--- config.mk ---
export PLATFORM = sky130hd
export DESIGN_NAME = pulse_period_meter
export DESIGN_NICKNAME = d
export VERILOG_FILES = /design/src/rtl/pulse_meter_pkg.sv /design/src/rtl/pulse_period_meter_rise_detect.sv /design/src/rtl/pulse_period_meter.sv
export SDC_FILE = /design/constraint.sdc
export NUM_CORES = 1
export LEC_CHECK = 0
export CAP_MARGIN = 25
export CORE_UTILIZATION = 50
export DETAILED_ROUTE_END_ITERATION = 7
export HOLD_SLACK_MARGIN = 0.08
export PLACE_DENSITY = 0.7
export SETUP_SLACK_MARGIN = 0.3
export SLEW_MARGIN = 20
export SYNTH_ARGS = -nofsm -noshare
export SYNTH_HDL_FRONTEND = slang
export SYNTH_HIERARCHICAL = 1
export SYNTH_SLANG_ARGS = --single-unit
--- constraint.sdc ---
create_clock -name clk -period 2.5 [get_ports clk]
set_input_delay 0.375 -clock clk [delete_from_list [all_inputs] [get_ports clk]]
set_output_delay 0.375 -clock clk [all_outputs]
set_load 0.05 [all_outputs]
--- src/rtl/pulse_meter_pkg.sv ---
// Shared types and constants for the pulse period meter.
package pulse_meter_pkg;

  typedef enum logic [1:0] {
    S_IDLE,
    S_MEASURE,
    S_LOCKED
  } meter_state_t;

  // All-ones value of a w-bit counter: the saturation point of the period counter.
  function automatic int unsigned sat_value(input int unsigned w);
    return (32'd1 << w) - 32'd1;
  endfunction

endpackage

--- src/rtl/pulse_period_meter_rise_detect.sv ---
// Rising-edge detector for a clk-synchronous input; the history bit resets high
// so an input already high when reset releases is not seen as an edge.
module rise_detect (
  input  logic clk,
  input  logic reset,
  input  logic in_sig,
  output logic rise
);

  logic in_d;

  always_ff @(posedge clk) begin
    if (!reset) in_d <= 1'b1;
    else        in_d <= in_sig;
  end

  assign rise = in_sig & ~in_d;

endmodule

--- src/rtl/pulse_period_meter.sv ---
// Measures the clk-cycle period of a synchronous pulse train, declaring lock after
// LOCK_COUNT consecutive equal periods and flagging late edges and counter saturation.
module pulse_period_meter
  import pulse_meter_pkg::*;
#(
  parameter int unsigned CNT_W      = 8,
  parameter int unsigned LOCK_COUNT = 3
) (
  input  logic             clk,
  input  logic             reset,
  input  logic             in_sig,
  output logic [CNT_W-1:0] period,
  output logic             valid,
  output logic             locked,
  output logic             overflow
);

  localparam logic [CNT_W-1:0] CNT_SAT = CNT_W'(sat_value(CNT_W));
  localparam logic [CNT_W-1:0] CNT_ONE = CNT_W'(1);
  localparam logic [3:0]       LC_M    = 4'(LOCK_COUNT);

  meter_state_t     state, state_n;
  logic [CNT_W-1:0] cnt, cnt_n;
  logic [3:0]       match, match_n, match_inc;
  logic [CNT_W-1:0] period_n;
  logic             valid_n, locked_n, overflow_n;
  logic             rise;

  rise_detect u_rise (
    .clk    (clk),
    .reset  (reset),
    .in_sig (in_sig),
    .rise   (rise)
  );

  always_comb begin
    state_n    = state;
    cnt_n      = cnt;
    match_n    = match;
    period_n   = period;
    valid_n    = 1'b0;
    locked_n   = locked;
    overflow_n = overflow;
    match_inc  = (match >= LC_M) ? LC_M : match + 4'd1;

    case (state)
      S_IDLE: begin
        cnt_n = '0;
        if (rise) begin
          cnt_n   = CNT_ONE;
          state_n = S_MEASURE;
        end
      end

      S_MEASURE, S_LOCKED: begin
        if (rise) begin
          cnt_n = CNT_ONE;
          if (overflow) begin
            // Edge ends a saturated interval: restart counting without a measurement.
            overflow_n = 1'b0;
            match_n    = '0;
            locked_n   = 1'b0;
            state_n    = S_MEASURE;
          end else begin
            period_n = cnt;
            valid_n  = 1'b1;
            if (cnt == period && match != '0) match_n = match_inc;
            else                              match_n = 4'd1;
            if (match_n == LC_M) begin
              state_n  = S_LOCKED;
              locked_n = 1'b1;
            end else begin
              state_n  = S_MEASURE;
              locked_n = 1'b0;
            end
          end
        end else begin
          if (cnt != CNT_SAT) cnt_n = cnt + CNT_ONE;
          // Expected edge did not arrive on time: drop lock but keep counting.
          if (state == S_LOCKED && cnt == period) begin
            locked_n = 1'b0;
            match_n  = '0;
            state_n  = S_MEASURE;
          end
          if (cnt_n == CNT_SAT) begin
            overflow_n = 1'b1;
            locked_n   = 1'b0;
            match_n    = '0;
            state_n    = S_MEASURE;
          end
        end
      end

      default: state_n = S_IDLE;
    endcase
  end

  always_ff @(posedge clk) begin
    if (!reset) begin
      state    <= S_IDLE;
      cnt      <= '0;
      match    <= '0;
      period   <= '0;
      valid    <= 1'b0;
      locked   <= 1'b0;
      overflow <= 1'b0;
    end else begin
      state    <= state_n;
      cnt      <= cnt_n;
      match    <= match_n;
      period   <= period_n;
      valid    <= valid_n;
      locked   <= locked_n;
      overflow <= overflow_n;
    end
  end

endmodule
==> metrics.md, run 1 <==
| Metric | Value |
|---|---|
| Remaining DRCs | `0` |
| Fin crit share | `85.47%` |
| Yosys reg bits | `26` |
| Initial Utilization | `~54%` |
| Ys flop type | `dfxtp_1` |
| Routability cong. | `0.8581` |
| RSZ-0062 raised after global routing | `no` |
| CP cell instances | `ha_2 > and4b_1 > a311oi_2 > o32ai_2 > a211oi_4 > nor3_1 > o32ai_2` |
| # IOs | `14` |
| Max-cap violations | `0` |
| Pwr dens | `408.0 nW/µm²` |
| CTS tree | `built` |
| Clock transition at path regs | `0.16 ns` |
| Fmax | `468.0 MHz` |
| Total Wirelength | `3.983 mm` |
| Final #Nets | `roughly 220` |
| Clock Skew | `0.005679 ns` |
| Number of endpoints failing setup at the final stage | `0` |
| Worst hold-check path type | `reg -> reg` |
| PortBufs | `13` |
| Fin crit period | `around 2.1 ns` |
| DR iter-0 viols | `68` |
| Slowest cell delay on critical path | `0.43 ns` |
| Max VDD drop | `~0.00026 V` |
| Critical Path End Type | `flip-flop` |
| Setup_tns | `0 ns` |
| Asr flop ratio synth | `0%` |
| Worst EP required | `2.77 ns` |
| Most used cell, CP | `o32ai_2` |
| Layout Cell Area excl Fill | `1946 µm²` |
| Worst Path Max Fanout | `9` |
| Reg2reg setup slack | `0.36 ns` |
| Worst hold start | `locked` |
| Crit Reg-Reg Startpoint | `cnt[1]` |
| Largest net degree at the start of global routing | `23` |
| Inserted Clock Buffers | `3` |
| Num Clock Sinks | `26` |
| Core ar. | `3103 µm²` |
| WP data arrival | `2.40 ns` |
| Syn Nets | `207` |
| CP max-delay cell | `dfxtp_4` |
| Synth area leaders | `dfxtp_1 31%, nand2_1 5.8%, ha_1 4.5%` |
| Cell area after placement | `1836 µm²` |
| DR vias/cell | `5.872` |
| Die height | `59.80 µm` |
| Clock tree buffer depth | `2` |
| Root Buffer | `clkbuf_4` |
| Lkg Pwr | `0.8079 nW` |
| Wire per inst | `15.50 µm` |
| Ys Warns | `6` |
| R2R Path End | `state[0]` |
| Total grt overflow | `0` |
| Worst-skew pair later-pin latency | `0.34 ns` |
| HPWL Detailed | `2.794 mm` |
| Startpoint Class | `flip-flop` |
| Max-slew headroom | `approximately half` |
| Syn Std Cell Area | `roughly 1700 µm²` |
| Antenna Nets Post-Route | `0` |
| Worst slew pin tran | `0.7680 ns` |
| Crit path launch | `cnt[1]` |
| Via count | `approximately 1,500` |
| Final hold violations | `0` |
| Htree depth | `1` |
| Die width | `approximately 60 µm` |
| Syn avg cell area | `8.436 µm²` |
| Critical Path Sink | `state[0]` |
| Number of flops mapped to enable cells by yosys | `0` |
| Fillers | `293` |
| Cell count after synthesis | `198` |
| WS Path Type | `reg -> reg` |
| Layout cells sized above 1 | `16.90%` |
| Largest area contributor in the netlist | `dfxtp_1` |
| Die ar. | `3576 µm²` |
| Commonest cells in the synthesized netlist | `26 x dfxtp_1, 26 x nand2_1, 15 x nand3_1, 12 x nor2_1, 11 x a21oi_1` |
| GRT Util Overall | `23.89%` |
| Reg2reg path depth | `7` |
| Inserted Diodes | `0` |
| Initial antenna violation count | `0` |
| Cts hold-fix bufs | `0` |
| Sequential share of the synthesized area | `a little under a third` |
| Distinct cells, synth | `53` |
| TritonRoute pass-1 iters | `6` |
| Status | `complete, no violations` |
| Post-synth top area share | `a little under a third` |
| First-pass GRT wire length | `6.458 mm` |
| P&R area growth vs syn | `16.48%` |
| Floorplan row count | `20` |
| Vias in the first global route | `1,401` |
| Max-slew violations | `0` |
## what timing repair did
| item | in CTS | in global routing |
|---|---|---|
| resized for setup | 3 | 6 |
| pin swaps | 0 | 2 |
| buffers inserted | 0 | 4 |
| hold endpoints to repair | 0 | 0 |
| setup endpoints to repair | 7 | 7 |
## metal layers
layer / wire [µm] / track usage [%] / part of all wire (%) / vias to the layer above
met3: 173 / 3.463 / 4.3 / 8
li1: - / - / - / 734
met5: 0 / 0 / 0 / -
met2: 2019 / 40.79 / 51 / 44
met1: 1736 / 30.24 / 44 / 723
met4: 53 / 8.970 / 1.3 / 0
## flip-flops by register name, summed over array words and instances, names as in the netlist
| signal | count |
|---|---|
| cnt | 8 |
| period | 8 |
| match | 4 |
| state | 2 |
| locked | 1 |
| overflow | 1 |
| u_rise/in_d | 1 |
| valid | 1 |
## through the flow
stage / power [W] / setup WS, ns / util, % / hold slack, ns / cells
after floorplan: 0.0004761 / 0.6182 / - / 0.4480 / 198
after global placement: 0.0004905 / 0.3826 / 59.15 / 0.4529 / 249
after detailed placement: 0.0004929 / 0.2266 / 59.15 / 0.4679 / 249
after CTS: 0.0007933 / 0.3222 / 61.09 / 0.4878 / 253
after global routing: 0.0008169 / 0.2793 / 62.70 / 0.5199 / 257
final: 0.0007939 / 0.3633 / 62.70 / 0.4858 / 257
## worst min path at each step
| stage | to | depth (start not counted) |
|---|---|---|
| final | locked | 2 |
| after global routing | match[1] | 2 |
| after CTS | locked | 2 |
| after detailed placement | locked | 2 |
| after global placement | locked | 2 |
| after floorplan | u_rise/in_d | 1 |
## power breakdown
| group | switching (W) | leakage, nW | internal (W) |
|---|---|---|---|
| registers | 0.00000433 | 0.212 | 0.000417 |
| clock network | 0.000144 | 0.0279 | 0.000162 |
| logic | 0.0000390 | 0.568 | 0.0000276 |
| total | 0.000187 | 0.808 | 0.000607 |
## final cells by class
cell class / count / area, µm² / share of cell area [%]
tap: 44 / 55.05 / 2.830
clock buffer: 3 / 22.52 / 1.158
timing repair buffer: 26 / 227.7 / 11.70
multi-input combinational: 147 / 1044 / 53.63
inverter: 10 / 37.54 / 1.929
clock inverter: 1 / 30.03 / 1.543
sequential: 26 / 529.3 / 27.20
## cell usage in the layout, fill, tap and decap left out, drive strengths merged, types with 2 or more instances in the layout
| cell | synthesis | routed |
|---|---|---|
| nand2 | 27 | 27 |
| dfxtp | 26 | 26 |
| nand3 | 16 | 16 |
| clkdlybuf4s50 | 0 | 13 |
| buf | 9 | 13 |
| nor2 | 12 | 12 |
| a21oi | 11 | 11 |
| inv | 10 | 10 |
| a21boi | 10 | 10 |
| xor2 | 8 | 8 |
| ha | 6 | 6 |
| o21ai | 5 | 5 |
| and3 | 4 | 4 |
| nor3 | 4 | 4 |
| mux2i | 3 | 3 |
| a31oi | 3 | 3 |
| clkbuf | 6 | 3 |
| nor2b | 3 | 3 |
| o32ai | 3 | 3 |
| nor3b | 2 | 2 |
| nand2b | 2 | 2 |
| a41o | 2 | 2 |
| o211a | 2 | 2 |
| and2 | 2 | 2 |
| nor4 | 2 | 2 |
| o311ai | 2 | 2 |
## worst max-delay path, delay by kind of cell (launching register included)
| kind | cells | cell delay (ns) |
|---|---|---|
| AOI/OAI and AO/OA | 4 | 1.05 |
| adders and majority gates | 1 | 0.23 |
| DFF | 1 | 0.43 |
| and+or+nand+nor | 2 | 0.34 |
## cell families (layout without fill, tap and decap cells)
logic type | after synthesis | count (layout) | share of synthesized area (%)
multiplexers | 3 | 3 | 1.798
AND/OR/NAND/NOR | 82 | 82 | 26.67
buffers and inverters | 25 | 40 | 7.491
XOR/XNOR | 8 | 8 | 4.195
flip-flops | 26 | 26 | 31.16
AO/OA/AOI/OAI | 48 | 48 | 24.19
adder cells (fa/ha/maj) | 6 | 6 | 4.494
No activity file was read; power rests on OpenSTA's default activity.
==> run 2, diff against run 1 <==
--- a/config.mk
+++ b/config.mk
@@ -5,6 +5,7 @@
 export SDC_FILE = /design/constraint.sdc
 export NUM_CORES = 1
 export LEC_CHECK = 0
+export ABC_CLOCK_PERIOD_IN_PS = 2500
 export CAP_MARGIN = 25
 export CORE_UTILIZATION = 50
 export DETAILED_ROUTE_END_ITERATION = 7
==> results of run 2 <==
Same layout as run 1: the final DEF is identical, and so are final timing and power.
==> run 3, diff against run 2 <==
--- a/config.mk
+++ b/config.mk
@@ -8,11 +8,12 @@
 export ABC_CLOCK_PERIOD_IN_PS = 2500
 export CAP_MARGIN = 25
 export CORE_UTILIZATION = 50
+export CTS_BUF_LIST = sky130_fd_sc_hd__clkbuf_16
 export DETAILED_ROUTE_END_ITERATION = 7
 export HOLD_SLACK_MARGIN = 0.08
 export PLACE_DENSITY = 0.7
 export SETUP_SLACK_MARGIN = 0.3
-export SLEW_MARGIN = 20
+export SLEW_MARGIN = 10
 export SYNTH_ARGS = -nofsm -noshare
 export SYNTH_HDL_FRONTEND = slang
 export SYNTH_HIERARCHICAL = 1
==> metrics.md, run 3 (same netlist as run 1, synthesis figures left out) <==
| Metric | Value |
|---|---|
| Status | `complete, no violations` |
| Die width | `59.80 µm` |
| Crit Reg-Reg Startpoint | `cnt[0]` |
| Buf+Inv Stages, Crit Path | `1` |
| Layout cells sized above 1 | `14.83%` |
| Max VDD drop | `0.0002900 V` |
| Routability cong. | `0.8581` |
| PortBufs | `13` |
| Setup_tns | `0 ns` |
| Critical Path Sink | `state[0]` |
| Total grt overflow | `0` |
| Slowest cell delay on critical path | `0.40 ns` |
| Worst-skew pair later-pin latency | `0.27 ns` |
| Wire per inst | `15.34 µm` |
| Most common cell after layout, fill and taps aside | `nand2_1` |
| Via count | `1,467` |
| Number of endpoints failing setup at the final stage | `0` |
| Crit path launch | `cnt[0]` |
| Htree depth | `1` |
| Clock tree buffer depth | `2` |
| Clock Skew | `0.004360 ns` |
| Reg2reg path depth | `8` |
| Fin crit share | `a little over four fifths` |
| # IOs | `14` |
| Cts hold-fix bufs | `0` |
| Floorplan row count | `20` |
| Fmax | `474.8 MHz` |
| Worst path top cell family by delay | `compound AO/OA/AOI/OAI gates` |
| WP data arrival | `2.28 ns` |
| Clock transition at path regs | `0.07 ns` |
| Remaining DRCs | `0` |
| R2R Path End | `state[0]` |
| Design Power | `about 0.00096 W` |
| Critical Path End Type | `flip-flop` |
| First-pass GRT wire length | `6.444 mm` |
| Initial antenna violation count | `0` |
| Max-cap violations | `0` |
| P&R area growth vs syn | `17.15%` |
| Worst EP required | `approximately 2.7 ns` |
| Root Buffer | `clkbuf_16` |
| Final critical-path setup slack | `0.3938 ns` |
| Inserted Diodes | `0` |
| Reg2reg setup slack | `around 0.39 ns` |
| Max-slew violations | `0` |
| Pre-CTS WS | `between 0.2 and 0.25 ns` |
| Worst hold-check path type | `reg -> reg` |
| Num Clock Sinks | `26` |
| Fin crit period | `2.106 ns` |
| Fin util | `63.06%` |
| Die ar. | `between 3000 and 4000 µm²` |
| Initial Utilization | `a little over half` |
| DR iter-0 viols | `60` |
| Biggest regs | `cnt: 8 flops, period: 8 flops, match: 4 flops` |
| Worst Path Max Fanout | `10` |
| Post-CTS Setup Inserts | `0` |
| DR vias/cell | `between 5 and 6` |
| Levels on crit path | `8` |
| Max-slew headroom | `about 50%` |
| Total Wirelength | `roughly 3.9 mm` |
| TritonRoute pass-1 iters | `4` |
| HPWL Detailed | `2.794 mm` |
| CP max-delay cell | `dfxtp_4` |
| CP cell instances | `ha_2 > buf_4 > nand3_2 > o221ai_2 > o311ai_2 > a211oi_4 > nor3_1 > o32ai_2` |
| Worst hold slack | `approximately 0.48 ns` |
| WS Path Type | `reg -> reg` |
| Worst slew pin tran | `0.7535 ns` |
| Most frequent cells in the layout | `26 x nand2_1, 23 x dfxtp_1, 15 x nand3_1` |
| Startpoint Class | `flip-flop` |
| Antenna Nets Post-Route | `0` |
| CTS tree | `built` |
| Inserted Clock Buffers | `3` |
| Vias in the first global route | `between 1,000 and 1,500` |
| Final #Nets | `219` |
| RSZ-0062 raised after global routing | `no` |
| GRT Util Overall | `24.16%` |
| Pwr dens | `490.7 nW/µm²` |
| Die height | `between 50 and 60 µm` |
| Lkg Pwr | `0.7928 nW` |
| Core ar. | `3103 µm²` |
| Final hold violations | `0` |
| Largest net degree at the start of global routing | `23` |
-- run 3: cell count changes in the layout (fill, tap and decap cells not counted) --
cell	change
nand3_1	+1
nand3_2	-1
clkbuf_16	+3
buf_4	-4
clkbuf_4	-3
nor3_2	+1
nor3_4	-1
-- run 3: worst min-delay path by stage --
stage | from | to | slack, ns | depth (start not counted)
finish | locked | locked | 0.48 | 2
global route | match[1] | match[1] | 0.51 | 2
CTS | locked | locked | 0.48 | 2
detailed placement | locked | locked | 0.47 | 2
global placement | locked | locked | 0.45 | 2
floorplan | reset | u_rise/in_d | 0.45 | 1
-- run 3: power by group --
| group | switching (W) | leakage (nW) | total [W] | internal, W |
|---|---|---|---|---|
| Sequential | 0.00000469 | 0.212 | 0.000421 | 0.000416 |
| Combinational | 0.0000375 | 0.530 | 0.0000628 | 0.0000253 |
| Clock | 0.000158 | 0.0511 | 0.000477 | 0.000319 |
-- run 3: worst reg2reg max path: stages (launching register included) --
cell      delay, ns
dfxtp_4        0.40
ha_2           0.23
buf_4          0.16
nand3_2        0.08
o221ai_2       0.19
o311ai_2       0.17
a211oi_4       0.38
nor3_1         0.13
o32ai_2        0.27
-- run 3: layout make-up --
| class | count | area (µm²) |
|---|---|---|
| multi-input combinational | 147 | 1032 |
| clock inverter | 1 | 30.03 |
| inverter | 10 | 37.54 |
| clock buffer | 3 | 75.07 |
| sequential | 26 | 529.3 |
| timing repair buffer | 22 | 197.7 |
| fill | 285 | 1146 |
| tap | 44 | 55.05 |
-- run 3: through the flow --
stage / instance area (µm²) / instances
after floorplan: 1670 / 198
after global placement: 1836 / 249
after detailed placement: 1836 / 249
after CTS: 1948 / 253
after global routing: 1957 / 253
final: 1957 / 253
-- run 3: layer usage --
layer | global-route usage, % | vias up | wire [µm]
li1 | - | 727 | -
met1 | 30.37 | 696 | 1706
met2 | 40.16 | 38 | 1958
met3 | 4.762 | 6 | 166
met4 | 9.967 | 0 | 48
met5 | 0 | - | 0
-- run 3: timing repair --
| action | 4_1_cts | 5_1_grt |
|---|---|---|
| gates resized for setup | 3 | 4 |
| setup endpoints to repair | 7 | 7 |
| pin swaps | 0 | 2 |
